[config.mk]
export PLATFORM = sky130hd
export DESIGN_NAME = cpu_multicycle_ctrl_flat
export DESIGN_NICKNAME = d
export VERILOG_FILES = /design/src/rtl/cpu_multicycle_ctrl_if.sv /design/src/rtl/cpu_multicycle_ctrl.sv /design/src/flat_wrapper.sv
export SDC_FILE = /design/constraint.sdc
export NUM_CORES = 1
export LEC_CHECK = 0
export CAP_MARGIN = 20
export CORE_UTILIZATION = 43
export CTS_CLUSTER_SIZE = 8
export DETAILED_ROUTE_END_ITERATION = 8
export PLACE_DENSITY = 0.84
export SLEW_MARGIN = 30
export SYNTH_ARGS = -nofsm -noshare
export SYNTH_HDL_FRONTEND = slang
export SYNTH_SLANG_ARGS = --single-unit
[constraint.sdc]
create_clock -name clk -period 2.52 [get_ports clk]
set_clock_uncertainty 0.15 [all_clocks]
set_input_delay 0.504 -clock clk [delete_from_list [all_inputs] [get_ports clk]]
set_output_delay 0.504 -clock clk [all_outputs]
set_load 0.01 [all_outputs]
[src/rtl/cpu_multicycle_ctrl_if.sv]
// Memory handshake bundle between the multi-cycle control FSM (master) and the
// unified instruction/data memory (slave).
interface cpu_multicycle_ctrl_if;
    logic memRead;
    logic memWrite;
    logic IorD;
    logic memAck;

    modport master (output memRead, output memWrite, output IorD, input memAck);
    modport slave  (input memRead, input memWrite, input IorD, output memAck);
endinterface

[src/rtl/cpu_multicycle_ctrl.sv]
// Multi-cycle MIPS control FSM: sequences fetch/decode/execute and drives datapath selects.
// Optional overflow trap on ADD/SUB/ADDI writeback is enabled by defining OVERFLOW_TRAP_EN.
module cpu_multicycle_ctrl #(
    parameter int ALUOpeLen = 4
) (
    input  logic                  clk,
    input  logic                  rst,
    cpu_multicycle_ctrl_if.master mem,
    input  logic [5:0]            opcode,
    input  logic [5:0]            funct,
    input  logic                  zeroFlag,
    input  logic                  overflowFlag,
    output logic                  IRWrite,
    output logic                  PCEn,
    output logic [1:0]            PCSrc,
    output logic                  ALUSrcA,
    output logic [1:0]            ALUSrcB,
    output logic [ALUOpeLen-1:0]  ALUOpe,
    output logic                  regDst,
    output logic                  memToReg,
    output logic                  regWrite,
    output logic                  illegalOp,
    output logic                  excepted
);

    localparam logic [3:0] S_IDLE     = 4'd0;
    localparam logic [3:0] S_FETCH    = 4'd1;
    localparam logic [3:0] S_DECODE   = 4'd2;
    localparam logic [3:0] S_EXEC     = 4'd3;
    localparam logic [3:0] S_ALUWB    = 4'd4;
    localparam logic [3:0] S_MEMADDR  = 4'd5;
    localparam logic [3:0] S_MEMRD    = 4'd6;
    localparam logic [3:0] S_MEMWB    = 4'd7;
    localparam logic [3:0] S_MEMWR    = 4'd8;
    localparam logic [3:0] S_BRANCH   = 4'd9;
    localparam logic [3:0] S_ADDIEXEC = 4'd10;
    localparam logic [3:0] S_ADDIWB   = 4'd11;
    localparam logic [3:0] S_JUMP     = 4'd12;
    localparam logic [3:0] S_ILLEGAL  = 4'd13;
`ifdef OVERFLOW_TRAP_EN
    localparam logic [3:0] S_TRAP     = 4'd14;
`endif

    localparam logic [ALUOpeLen-1:0] OP_AND = ALUOpeLen'(4'b0000);
    localparam logic [ALUOpeLen-1:0] OP_OR  = ALUOpeLen'(4'b0001);
    localparam logic [ALUOpeLen-1:0] OP_ADD = ALUOpeLen'(4'b0010);
    localparam logic [ALUOpeLen-1:0] OP_XOR = ALUOpeLen'(4'b0011);
    localparam logic [ALUOpeLen-1:0] OP_SUB = ALUOpeLen'(4'b0110);
    localparam logic [ALUOpeLen-1:0] OP_SLT = ALUOpeLen'(4'b0111);
    localparam logic [ALUOpeLen-1:0] OP_NOR = ALUOpeLen'(4'b1100);

    localparam logic [5:0] OPC_RTYPE = 6'b000000;
    localparam logic [5:0] OPC_LW    = 6'b100011;
    localparam logic [5:0] OPC_SW    = 6'b101011;
    localparam logic [5:0] OPC_BEQ   = 6'b000100;
    localparam logic [5:0] OPC_BNE   = 6'b000101;
    localparam logic [5:0] OPC_ADDI  = 6'b001000;
    localparam logic [5:0] OPC_J     = 6'b000010;

    logic [3:0] state_q, state_d;

    logic                 memRead, memWrite, IorD;
    logic [ALUOpeLen-1:0] func_op;
    logic                 func_valid;

    always_ff @(posedge clk or posedge rst) begin
        if (rst) state_q <= S_IDLE;
        else     state_q <= state_d;
    end

    always_comb begin
        func_op    = OP_ADD;
        func_valid = 1'b1;
        case (funct)
            6'b100000: func_op = OP_ADD;
            6'b100010: func_op = OP_SUB;
            6'b100100: func_op = OP_AND;
            6'b100101: func_op = OP_OR;
            6'b100110: func_op = OP_XOR;
            6'b100111: func_op = OP_NOR;
            6'b101010: func_op = OP_SLT;
            default:   func_valid = 1'b0;
        endcase
    end

`ifdef OVERFLOW_TRAP_EN
    logic func_arith;
    assign func_arith = (funct == 6'b100000) || (funct == 6'b100010);
`else
    logic unused_overflow;
    assign unused_overflow = overflowFlag;
`endif

    always_comb begin
        state_d   = state_q;
        memRead   = 1'b0;
        memWrite  = 1'b0;
        IorD      = 1'b0;
        IRWrite   = 1'b0;
        PCEn      = 1'b0;
        PCSrc     = 2'b00;
        ALUSrcA   = 1'b0;
        ALUSrcB   = 2'b00;
        ALUOpe    = OP_ADD;
        regDst    = 1'b0;
        memToReg  = 1'b0;
        regWrite  = 1'b0;
        illegalOp = 1'b0;
        excepted  = 1'b0;
        unique case (state_q)
            S_IDLE: begin
                // IDLE is the reset state, so every output including ALUOpe must read 0
                ALUOpe  = '0;
                state_d = S_FETCH;
            end
            S_FETCH: begin
                memRead = 1'b1;
                ALUSrcB = 2'b01;
                IRWrite = mem.memAck;
                PCEn    = mem.memAck;
                if (mem.memAck) state_d = S_DECODE;
            end
            S_DECODE: begin
                ALUSrcB = 2'b11;
                case (opcode)
                    OPC_RTYPE:       state_d = S_EXEC;
                    OPC_LW, OPC_SW:  state_d = S_MEMADDR;
                    OPC_BEQ, OPC_BNE: state_d = S_BRANCH;
                    OPC_ADDI:        state_d = S_ADDIEXEC;
                    OPC_J:           state_d = S_JUMP;
                    default:         state_d = S_ILLEGAL;
                endcase
            end
            S_EXEC: begin
                ALUSrcA = 1'b1;
                if (func_valid) begin
                    ALUOpe  = func_op;
                    state_d = S_ALUWB;
                end else begin
                    state_d = S_ILLEGAL;
                end
            end
            S_ALUWB: begin
                regDst   = 1'b1;
                regWrite = 1'b1;
                state_d  = S_FETCH;
`ifdef OVERFLOW_TRAP_EN
                // Hold the EXEC operands so overflowFlag still reflects this instruction
                if (func_arith) begin
                    ALUSrcA = 1'b1;
                    ALUOpe  = func_op;
                    if (overflowFlag) begin
                        regWrite = 1'b0;
                        state_d  = S_TRAP;
                    end
                end
`endif
            end
            S_MEMADDR: begin
                ALUSrcA = 1'b1;
                ALUSrcB = 2'b10;
                state_d = (opcode == OPC_SW) ? S_MEMWR : S_MEMRD;
            end
            S_MEMRD: begin
                memRead = 1'b1;
                IorD    = 1'b1;
                if (mem.memAck) state_d = S_MEMWB;
            end
            S_MEMWB: begin
                memToReg = 1'b1;
                regWrite = 1'b1;
                state_d  = S_FETCH;
            end
            S_MEMWR: begin
                memWrite = 1'b1;
                IorD     = 1'b1;
                if (mem.memAck) state_d = S_FETCH;
            end
            S_BRANCH: begin
                ALUSrcA = 1'b1;
                ALUOpe  = OP_SUB;
                PCSrc   = 2'b01;
                PCEn    = (opcode == OPC_BNE) ? !zeroFlag : zeroFlag;
                state_d = S_FETCH;
            end
            S_ADDIEXEC: begin
                ALUSrcA = 1'b1;
                ALUSrcB = 2'b10;
                state_d = S_ADDIWB;
            end
            S_ADDIWB: begin
                regWrite = 1'b1;
                state_d  = S_FETCH;
`ifdef OVERFLOW_TRAP_EN
                ALUSrcA = 1'b1;
                ALUSrcB = 2'b10;
                if (overflowFlag) begin
                    regWrite = 1'b0;
                    state_d  = S_TRAP;
                end
`endif
            end
            S_JUMP: begin
                PCSrc   = 2'b10;
                PCEn    = 1'b1;
                state_d = S_FETCH;
            end
            S_ILLEGAL: begin
                illegalOp = 1'b1;
                state_d   = S_FETCH;
            end
`ifdef OVERFLOW_TRAP_EN
            S_TRAP: begin
                PCSrc    = 2'b11;
                PCEn     = 1'b1;
                excepted = 1'b1;
                state_d  = S_FETCH;
            end
`endif
            default: begin
                ALUOpe  = '0;
                state_d = S_IDLE;
            end
        endcase
    end

    assign mem.memRead  = memRead;
    assign mem.memWrite = memWrite;
    assign mem.IorD     = IorD;

endmodule

[src/flat_wrapper.sv]
// flat-port wrapper written by rule: the top's interface ports become plain ports
module cpu_multicycle_ctrl_flat 
#(
    parameter int ALUOpeLen = 4
)
  (clk, rst, opcode, funct, zeroFlag, overflowFlag, IRWrite, PCEn, PCSrc, ALUSrcA, ALUSrcB, ALUOpe, regDst, memToReg, regWrite, illegalOp, excepted, mem_memRead, mem_memWrite, mem_IorD, mem_memAck);
  cpu_multicycle_ctrl_if mem_i ();
  input  logic clk;
  input  logic rst;
  input  logic [5:0] opcode;
  input  logic [5:0] funct;
  input  logic zeroFlag;
  input  logic overflowFlag;
  output logic IRWrite;
  output logic PCEn;
  output logic [1:0] PCSrc;
  output logic ALUSrcA;
  output logic [1:0] ALUSrcB;
  output logic [ALUOpeLen-1:0] ALUOpe;
  output logic regDst;
  output logic memToReg;
  output logic regWrite;
  output logic illegalOp;
  output logic excepted;
  output wire logic [$bits(mem_i.memRead)-1:0] mem_memRead;
  output wire logic [$bits(mem_i.memWrite)-1:0] mem_memWrite;
  output wire logic [$bits(mem_i.IorD)-1:0] mem_IorD;
  input wire logic [$bits(mem_i.memAck)-1:0] mem_memAck;
  assign mem_memRead = mem_i.memRead;
  assign mem_memWrite = mem_i.memWrite;
  assign mem_IorD = mem_i.IorD;
  assign mem_i.memAck = mem_memAck;
  cpu_multicycle_ctrl #(.ALUOpeLen(ALUOpeLen)) u_core (.clk(clk), .rst(rst), .mem(mem_i), .opcode(opcode), .funct(funct), .zeroFlag(zeroFlag), .overflowFlag(overflowFlag), .IRWrite(IRWrite), .PCEn(PCEn), .PCSrc(PCSrc), .ALUSrcA(ALUSrcA), .ALUSrcB(ALUSrcB), .ALUOpe(ALUOpe), .regDst(regDst), .memToReg(memToReg), .regWrite(regWrite), .illegalOp(illegalOp), .excepted(excepted));
endmodule
[Word-level counts from Yosys, hierarchy flattened]
Cells that the tools add are included.
Storage, ports and cells
  register bits: 4
  logic and storage cells: 68
  output and inout bits: 19
Cells by class
  equality and inequality tests: 29
  multiplexer cells: 24
  reduce and logical (&&, ||, !) cells: 14
Operator list (number)
  $eq 6x6->1 const B: 9
  $pmux 4 s8: 1
  $eq 4x4->1 const B: 6
  $mux 4: 6
  $pmux 4 s6: 1
  $pmux 4 s5: 1
  $eq 4x3->1 const B: 4
  $reduce_or 7->1: 2
  $eq 6x3->1 const B: 2
  $pmux 4 s3: 1
  $mux 1: 11
  $reduce_or 11->1: 1
  $reduce_or 2->1: 5
  $eq 4x2->1 const B: 2
  $eq 6x2->1 const B: 1
  $eq 6x4->1 const B: 1
  $logic_not 6->1: 1
  $ne 2x2->1 const B: 3
  $pmux 2 s3: 1
  $eq 4x1->1 const B: 1
  $logic_not 4->1: 1
  $pmux 2 s2: 1
  $reduce_or 4->1: 1
  $pmux 1 s3: 1
  3 further kinds: 3

[Logic depth before layout (Yosys ltp)]
Gate-level depths: netlist of the first run.
  depth after elaboration: 5
  mapped depth: 6

[Worst setup path before layout of the first run]
OpenSTA, ideal clock, no wires.
  path type: in2out
  start point: in opcode[1]
  end point: out PCEn
  path slack: 0.311 ns
  arrival time: 1.555 ns
  cell stages on the path: 5
  required time: 1.866 ns
  path through: nor4_1 -> nand3_1 -> xnor2_1 -> nand2_1 -> a311oi_1
On the way
  word-level cells in the longest chain between the ends: 3
RTL lines
  from (decl): RTL line flat_wrapper.sv:10  | input logic [5:0] opcode;
  $eq 6x3->1: RTL line cpu_multicycle_ctrl.sv:183  | PCEn = (opcode == OPC_BNE) ? !zeroFlag : zeroFlag;
  $mux 1: RTL line cpu_multicycle_ctrl.sv:183
  $pmux 1 s3: RTL line cpu_multicycle_ctrl.sv:110  | unique case (state_q)
  to (decl): RTL line flat_wrapper.sv:15  | output logic PCEn;
No other way between the ends.

[Worst setup path after layout of the first run]
  start point: reg u_core.state_q[1]
  end point: out mem_memWrite
On the way
  word-level cells in the longest chain between the ends: 2
RTL lines
  from (decl): RTL line cpu_multicycle_ctrl.sv:60  | logic [3:0] state_q, state_d;
  from (signal assigned): RTL line cpu_multicycle_ctrl.sv:68  | else state_q <= state_d;
  $eq 4x4->1: RTL line cpu_multicycle_ctrl.sv:110
  $mux 1: RTL line cpu_multicycle_ctrl.sv:110
  to (decl): RTL line flat_wrapper.sv:26  | output wire logic [$bits(mem_i.memWrite)-1:0] mem_memWrite;
No other way between the ends.

==> out/results.md, run 1 <==
• static leakage: 0.620 nW
• violated checks: design-rule violations
• RSZ-0062 raised after global routing: false
• slowest cell on the critical path: sky130_fd_sc_hd__clkdlybuf4s50_1
• number of hold-repair buffers added at the cts stage: 0
• Filler Cells Inserted: 114
• overall fraction of global-route tracks in use: 0.298
• max-cap check violation count: 0
• critical path cell sequence: nand2b_1 > buf_4 > nor3_1 > clkdlybuf4s50_1
• post-synth design cell area: 738 µm²
• Power per Cell Area: 984 nW/µm²
• Final #Nets: 186
• startpoint of the worst-slack reg-to-reg timing path: u_core.state_q[3]$_DFFE_PP0P_
• Bufs on Longest Clock Path: 2
• fraction of final layout cells sized beyond drive strength 1: 0.269
• number of flops mapped to enable cells by yosys: 0
• max reg flops: 4
• count of unique library cells instantiated by Yosys: 43
• Total Negative Setup Slacks: 0 ns
• YS warnings: 0
• crit path kind: reg2out
• sequential standard cell area: 103 µm²
• global-route wire length before repair: 4280 µm
• area enclosed by the die boundary: 1890 µm²
• type of origin of the critical path: flip-flop
• placeable core area: 1560 µm²
• maximum number of pins on one net before global-route repair: 18
• number of primary I/O pins: 36
• die boundary width: 43.4 µm
• mean cell area of the mapped netlist: 6.36 µm²
• most common flop cell mapped by yosys: sky130_fd_sc_hd__dfrtp_1
• worst endpoint data arrival time: 1.78 ns
• diode count: 0
• proportion of synthesized flip-flops having asynchronous set or reset: 1.00
• via count of the first global-routing pass: 998
• finished layout cell area: 1270 µm²
• post-layout utilization of the core: 0.812
• cell area reported after detailed placement: 1200 µm²
• biggest fanout along the worst timing path: 6
• count of antenna-violating nets left after detailed routing: 0
• Initial Utilization: 0.474
• endpoint of the most critical register-to-register path: u_core.state_q[1]$_DFFE_PP0P_
• CTS tree: done
• Final GP Congestion: 0.910
• violation count after the first detailed-route iteration: 47
• number of non-filler instances in the completed layout: 183
• Critical Path RT: 1.87 ns
• post-synth top area cell: sky130_fd_sc_hd__dfrtp_1
• Pre-antenna DRT Iters: 6
• routed length per placed instance: 14.0 µm
• Worst Hold Class: in2async
• number of pins with negative max-slew slack in the final report: 0
• number of buffers added on ports: 33
• Largest stage delay, worst path: 0.57 ns
• final period utilization: 0.968
• DRC: 6
• hpwl dp: 1920 µm
• top cells by area in the synthesized netlist: sky130_fd_sc_hd__dfrtp_1 (14%), sky130_fd_sc_hd__nor2_1 (8.6%), sky130_fd_sc_hd__a21oi_1 (7.5%)
• footprint of the multi-input gates: 607 µm²
• final critical delay including setup and external delays: 2.44 ns
• Largest Register: u_core.state_q
• sink count of the clock tree: 4
• number of vias per cell after detailed routing: 6.05
• clock tree root driver cell: sky130_fd_sc_hd__clkbuf_4
• H-Tree Depth: 1
• number of rows in the core area: 14
• most frequently used cell type in the post-synthesis netlist: sky130_fd_sc_hd__nor2_1
• Num CTS Buffers: 3
• reg2reg path depth: 5
• Top Registers: u_core.state_q x4
• Final Hold Fails: 0
• Syn Inst Count: 116
• total length of routed wires: 2570 µm
• cell count after placement: 176
• GRT overflow: 0
• initial antenna violation count: 0
• Final setup violation count: 0
• worst voltage drop across the vdd grid: 0.528 mV
• most instantiated cells after synthesis: sky130_fd_sc_hd__nor2_1 (17), sky130_fd_sc_hd__a21oi_1 (11), sky130_fd_sc_hd__nand2_1 (10)
• syn nets: 133
• sequential share of the synthesized area: 0.136
• Total Power Consumption: 1.25 mW
• result of the run: finished, violations left
• Seq cells post-synth: 4
• Die Y: 43.4 µm
• Worst-Skew Late Latency: 0.25 ns
• upper clock frequency limit: 410 MHz
• area growth from synthesis to layout: 71.5%
• clock slew at reported path FFs: 0.04 ns
• share of the synthesized area in the top cell type: 0.136
• number of vias after detailed routing: 1,107
• flop-to-flop setup slack: 0.80 ns
• CP endpoint kind: primary output
==> timing repair <==
item,in CTS,in global routing
pin swaps,3,5
buffers inserted,4,0
endpoints found under the setup margin,10,10
resized for setup,15,19
==> kinds of logic after synthesis <==
family,share of synthesized area
flops,0.136
simple gates,0.407
xor+xnor,0.0475
buf+inv,0.0746
other cells,0.00508
compound gates,0.331
==> where the power goes <==
part,switching (mW),total [mW],internal [mW]
registers,0.0399,0.137,0.0975
logic,0.542,1.03,0.483
clock network,0.0303,0.0839,0.0535
total,0.612,1.25,0.634
==> worst max-delay path, delay by kind of cell, from the launching register on <==
| kind | cells | cell delay, ns |
|---|---|---|
| and+or+nand+nor | 2 | 0.37 |
| buffers and inverters | 2 | 0.74 |
| DFF | 1 | 0.43 |
==> placed cells by master (no fill, tap or decap), types with 4 or more instances in the layout <==
cell / synthesis / final
sky130_fd_sc_hd__buf_4: 1 / 24
sky130_fd_sc_hd__nand2_1: 10 / 10
sky130_fd_sc_hd__nor2_1: 17 / 17
sky130_fd_sc_hd__a31oi_1: 4 / 4
sky130_fd_sc_hd__a21oi_1: 11 / 10
sky130_fd_sc_hd__clkdlybuf4s50_1: 0 / 17
sky130_fd_sc_hd__clkbuf_2: 0 / 4
sky130_fd_sc_hd__nand2b_1: 5 / 5
sky130_fd_sc_hd__nor3_1: 4 / 4
sky130_fd_sc_hd__dlymetal6s2s_1: 0 / 7
sky130_fd_sc_hd__dlygate4sd2_1: 0 / 4
==> cell type report <==
type                            count  share of cell area
Multi-Input combinational cell     99               0.479
Timing Repair Buffer               57               0.393
Sequential cell                     4              0.0810
Clock buffer                        3              0.0178
Tap cell                           16              0.0158
Inverter                            4              0.0128
==> per-layer routing <==
layer | up-vias | track usage | share of wire
met5 | - | 0 | 0
met4 | 0 | 0.163 | 0.031
met3 | 12 | 0.0542 | 0.074
met2 | 67 | 0.491 | 0.50
met1 | 495 | 0.366 | 0.39
li1 | 533 | - | -
==> metrics by stage <==
step,setup WS (ns),hold slack [ns]
finish,0.0811,0.295
global route,0.00253,0.333
CTS,-0.133,0.298
detailed placement,-0.626,0.547
global placement,-0.603,0.535
floorplan,0.311,0.120
==> worst max path at each step <==
stage / endpoint / start / slack (ns) / depth (start not counted)
after floorplan: PCEn / opcode[1] / 0.31 / 5
after detailed placement: PCEn / opcode[1] / -0.63 / 7
after global routing: mem_memWrite / u_core.state_q[1]$_DFFE_PP0P_ / 0.003 / 4
after CTS: PCEn / opcode[4] / -0.13 / 7
after global placement: PCEn / opcode[1] / -0.60 / 7
final: mem_memWrite / u_core.state_q[1]$_DFFE_PP0P_ / 0.08 / 4
Note: power is estimated with default switching activity, not from simulation.
==> inputs of run 2 (changes only) <==
- CTS_BUF_LIST: default -> sky130_fd_sc_hd__clkbuf_8 sky130_fd_sc_hd__clkbuf_16
- GPL_ROUTABILITY_DRIVEN: default -> 0
- TNS_END_PERCENT: default -> 50
==> run 2 against run 1 <==
The run still ends with design-rule violations left. Via count is 4.2% lower. Design area rose by 1.6%. Clock power increased by 72%. Core utilization up 1.3 points. Flip-flop and latch count stayed put. Largest cell class unchanged.
==> out/results.md, run 2 (synthesis results as in run 1) <==
• upper clock frequency limit: 402 MHz, -2.1%
• startpoint of the worst-slack reg-to-reg timing path: u_core.state_q[1]$_DFFE_PP0P_
• Largest Register: u_core.state_q
• count of antenna-violating nets left after detailed routing: 0, unchanged
• number of vias per cell after detailed routing: 5.89, -2.6%
• number of pins with negative max-slew slack in the final report: 0, unchanged
• max reg flops: 4, unchanged
• area enclosed by the die boundary: 1890 µm², unchanged
• Top Registers: u_core.state_q x4
• overall fraction of global-route tracks in use: 0.308, +0.0101
• fraction of final layout cells sized beyond drive strength 1: 0.238, -0.0317
• DRC: 6, unchanged
• worst endpoint data arrival time: 1.84 ns, +0.06 ns
• number of primary I/O pins: 36, unchanged
• routed length per placed instance: 14.1 µm, +0.87%
• clock slew at reported path FFs: 0.04 ns, about the same
• count of buffers added by post-CTS timing repair for setup: 0, -4
• flop-to-flop setup slack: 0.86 ns, +0.06 ns
• reg2reg path depth: 4, -1
• Critical Path RT: 1.87 ns, about the same
• biggest fanout along the worst timing path: 7, +1
• number of buffers added on ports: 33, unchanged
• sink count of the clock tree: 4, unchanged
• worst setup path endpoint: IRWrite
• routed length on met1: 1020 µm, +1.2%
• finished layout cell area: 1290 µm², +1.6%
• initial antenna violation count: 0, unchanged
• diode count: 0, unchanged
• die boundary width: 43.4 µm, unchanged
• endpoint of the most critical register-to-register path: u_core.state_q[2]$_DFFE_PP0P_
• Num CTS Buffers: 3, unchanged
• number of rows in the core area: 14, unchanged
• total length of routed wires: 2550 µm, -0.78%
• clock tree root driver cell: sky130_fd_sc_hd__clkbuf_8
• maximum number of pins on one net before global-route repair: 26, +8
• final critical delay including setup and external delays: 2.49 ns, +0.0517 ns
• Bufs on Longest Clock Path: 2, unchanged
• final period utilization: 0.988, +0.0205
• via count of the first global-routing pass: 985, -1.3%
• CTS tree: done
• global-route wire length before repair: 4330 µm, +1.1%
• GRT overflow: 0, unchanged
• timing startpoint of the critical path: mem_memAck
• Final setup violation count: 0, unchanged
• total met3 wirelength after detailed routing: 140 µm, -26%
• hpwl dp: 1890 µm, -1.7%
• Pre-antenna DRT Iters: 6, unchanged
• violation count after the first detailed-route iteration: 52, +11%
• Filler Cells Inserted: 111, -2.6%
• Die Y: 43.4 µm, unchanged
• max-cap check violation count: 0, unchanged
• placeable core area: 1560 µm², unchanged
• leading cell type in the layout, fill and taps excluded: sky130_fd_sc_hd__buf_4
• met2 routed WL: 1340 µm, +4.1%
• Worst-Skew Late Latency: 0.23 ns, -0.02 ns
• area growth from synthesis to layout: 74.2%
• H-Tree Depth: 1, unchanged
• worst hold margin: 0.322 ns, +0.0268 ns
• placement-stage worst setup slack: -0.727 ns, -0.101 ns
• Worst Hold Class: in2async
• Total Negative Setup Slacks: 0 ns, unchanged
• cell area reported after detailed placement: 1220 µm², +1.7%
• Initial Utilization: 0.474, unchanged
• uppermost layer routed: met4
• crit path kind: in2out
• Power per Cell Area: 1020 nW/µm², +3.6%
• highest-count cells in the layout ignoring fill and taps: sky130_fd_sc_hd__buf_4 (20), sky130_fd_sc_hd__clkdlybuf4s50_1 (18), sky130_fd_sc_hd__nor2_1 (17)
• Final #Nets: 183, -1.6%
• worst voltage drop across the vdd grid: 0.688 mV, +30%
• static leakage: 0.604 nW, -2.6%
• worst setup margin: 0.0294 ns, -0.0517 ns
• violated checks: design-rule violations
• type of origin of the critical path: primary input
• Final Hold Fails: 0, unchanged
• number of vias after detailed routing: 1,061, -4.2%
• CP endpoint kind: primary output
• RSZ-0062 raised after global routing: true
• result of the run: finished, violations left
## run 2: cell count changes in the layout (fill, tap and decap cells not counted), sizes merged
cell,previous run,this run
buf,25,22
clkbuf,7,6
clkdlybuf4s50,17,18
dlygate4sd2,4,5
dlymetal6s2s,7,6
## run 2: cell type report
type	count	area (µm²)	share of cell area
repair buffers	54	489	0.380
well taps	16	20.0	0.0156
inverters	4	16.3	0.0126
multi-input cells	99	617	0.480
clock buffers	3	41.3	0.0321
flip-flops and latches	4	103	0.0798
## run 2: worst min-delay path by stage
stage,to,slack [ns],depth (start not counted)
after global routing,u_core.state_q[0]$_DFFE_PP0P_,0.34,2
after global placement,u_core.state_q[3]$_DFFE_PP0P_,0.51,2
after CTS,u_core.state_q[0]$_DFFE_PP0P_,0.32,2
after detailed placement,u_core.state_q[3]$_DFFE_PP0P_,0.53,2
after floorplan,u_core.state_q[0]$_DFFE_PP0P_,0.12,1
final,u_core.state_q[0]$_DFFE_PP0P_,0.32,2
## run 2: critical path, cell delays in order
cell and delay [ns]:
sky130_fd_sc_hd__clkdlybuf4s50_1 0.49, sky130_fd_sc_hd__buf_4 0.15, sky130_fd_sc_hd__and3_1 0.16, sky130_fd_sc_hd__clkdlybuf4s50_1 0.53
## run 2: power by group
part | internal, mW | total (mW) | switching, mW
combinational | 0.494 | 1.02 | 0.525
sequential | 0.0977 | 0.148 | 0.0506
clock | 0.103 | 0.144 | 0.0412
## run 2: routing by layer
| layer | up-vias | GRT usage |
|---|---|---|
| li1 | 521 | - |
| met2 | 53 | 0.539 |
| met4 | 0 | 0.144 |
| met5 | - | 0 |
| met3 | 6 | 0.0542 |
| met1 | 481 | 0.363 |
## run 2: repair_timing
action                     4_1_cts  5_1_grt
pin swaps                        3        5
resized for setup               16       15
hold buffers                     0        0
setup endpoints to repair        8        7
## run 2: through the flow
| stage | power (mW) | std cells | util |
|---|---|---|---|
| floorplan | 0.716 | 116 | - |
| global placement | 1.14 | 177 | 0.783 |
| detailed placement | 1.17 | 177 | 0.783 |
| CTS | 1.30 | 180 | 0.811 |
| global route | 1.42 | 180 | 0.825 |
| finish | 1.31 | 180 | 0.825 |
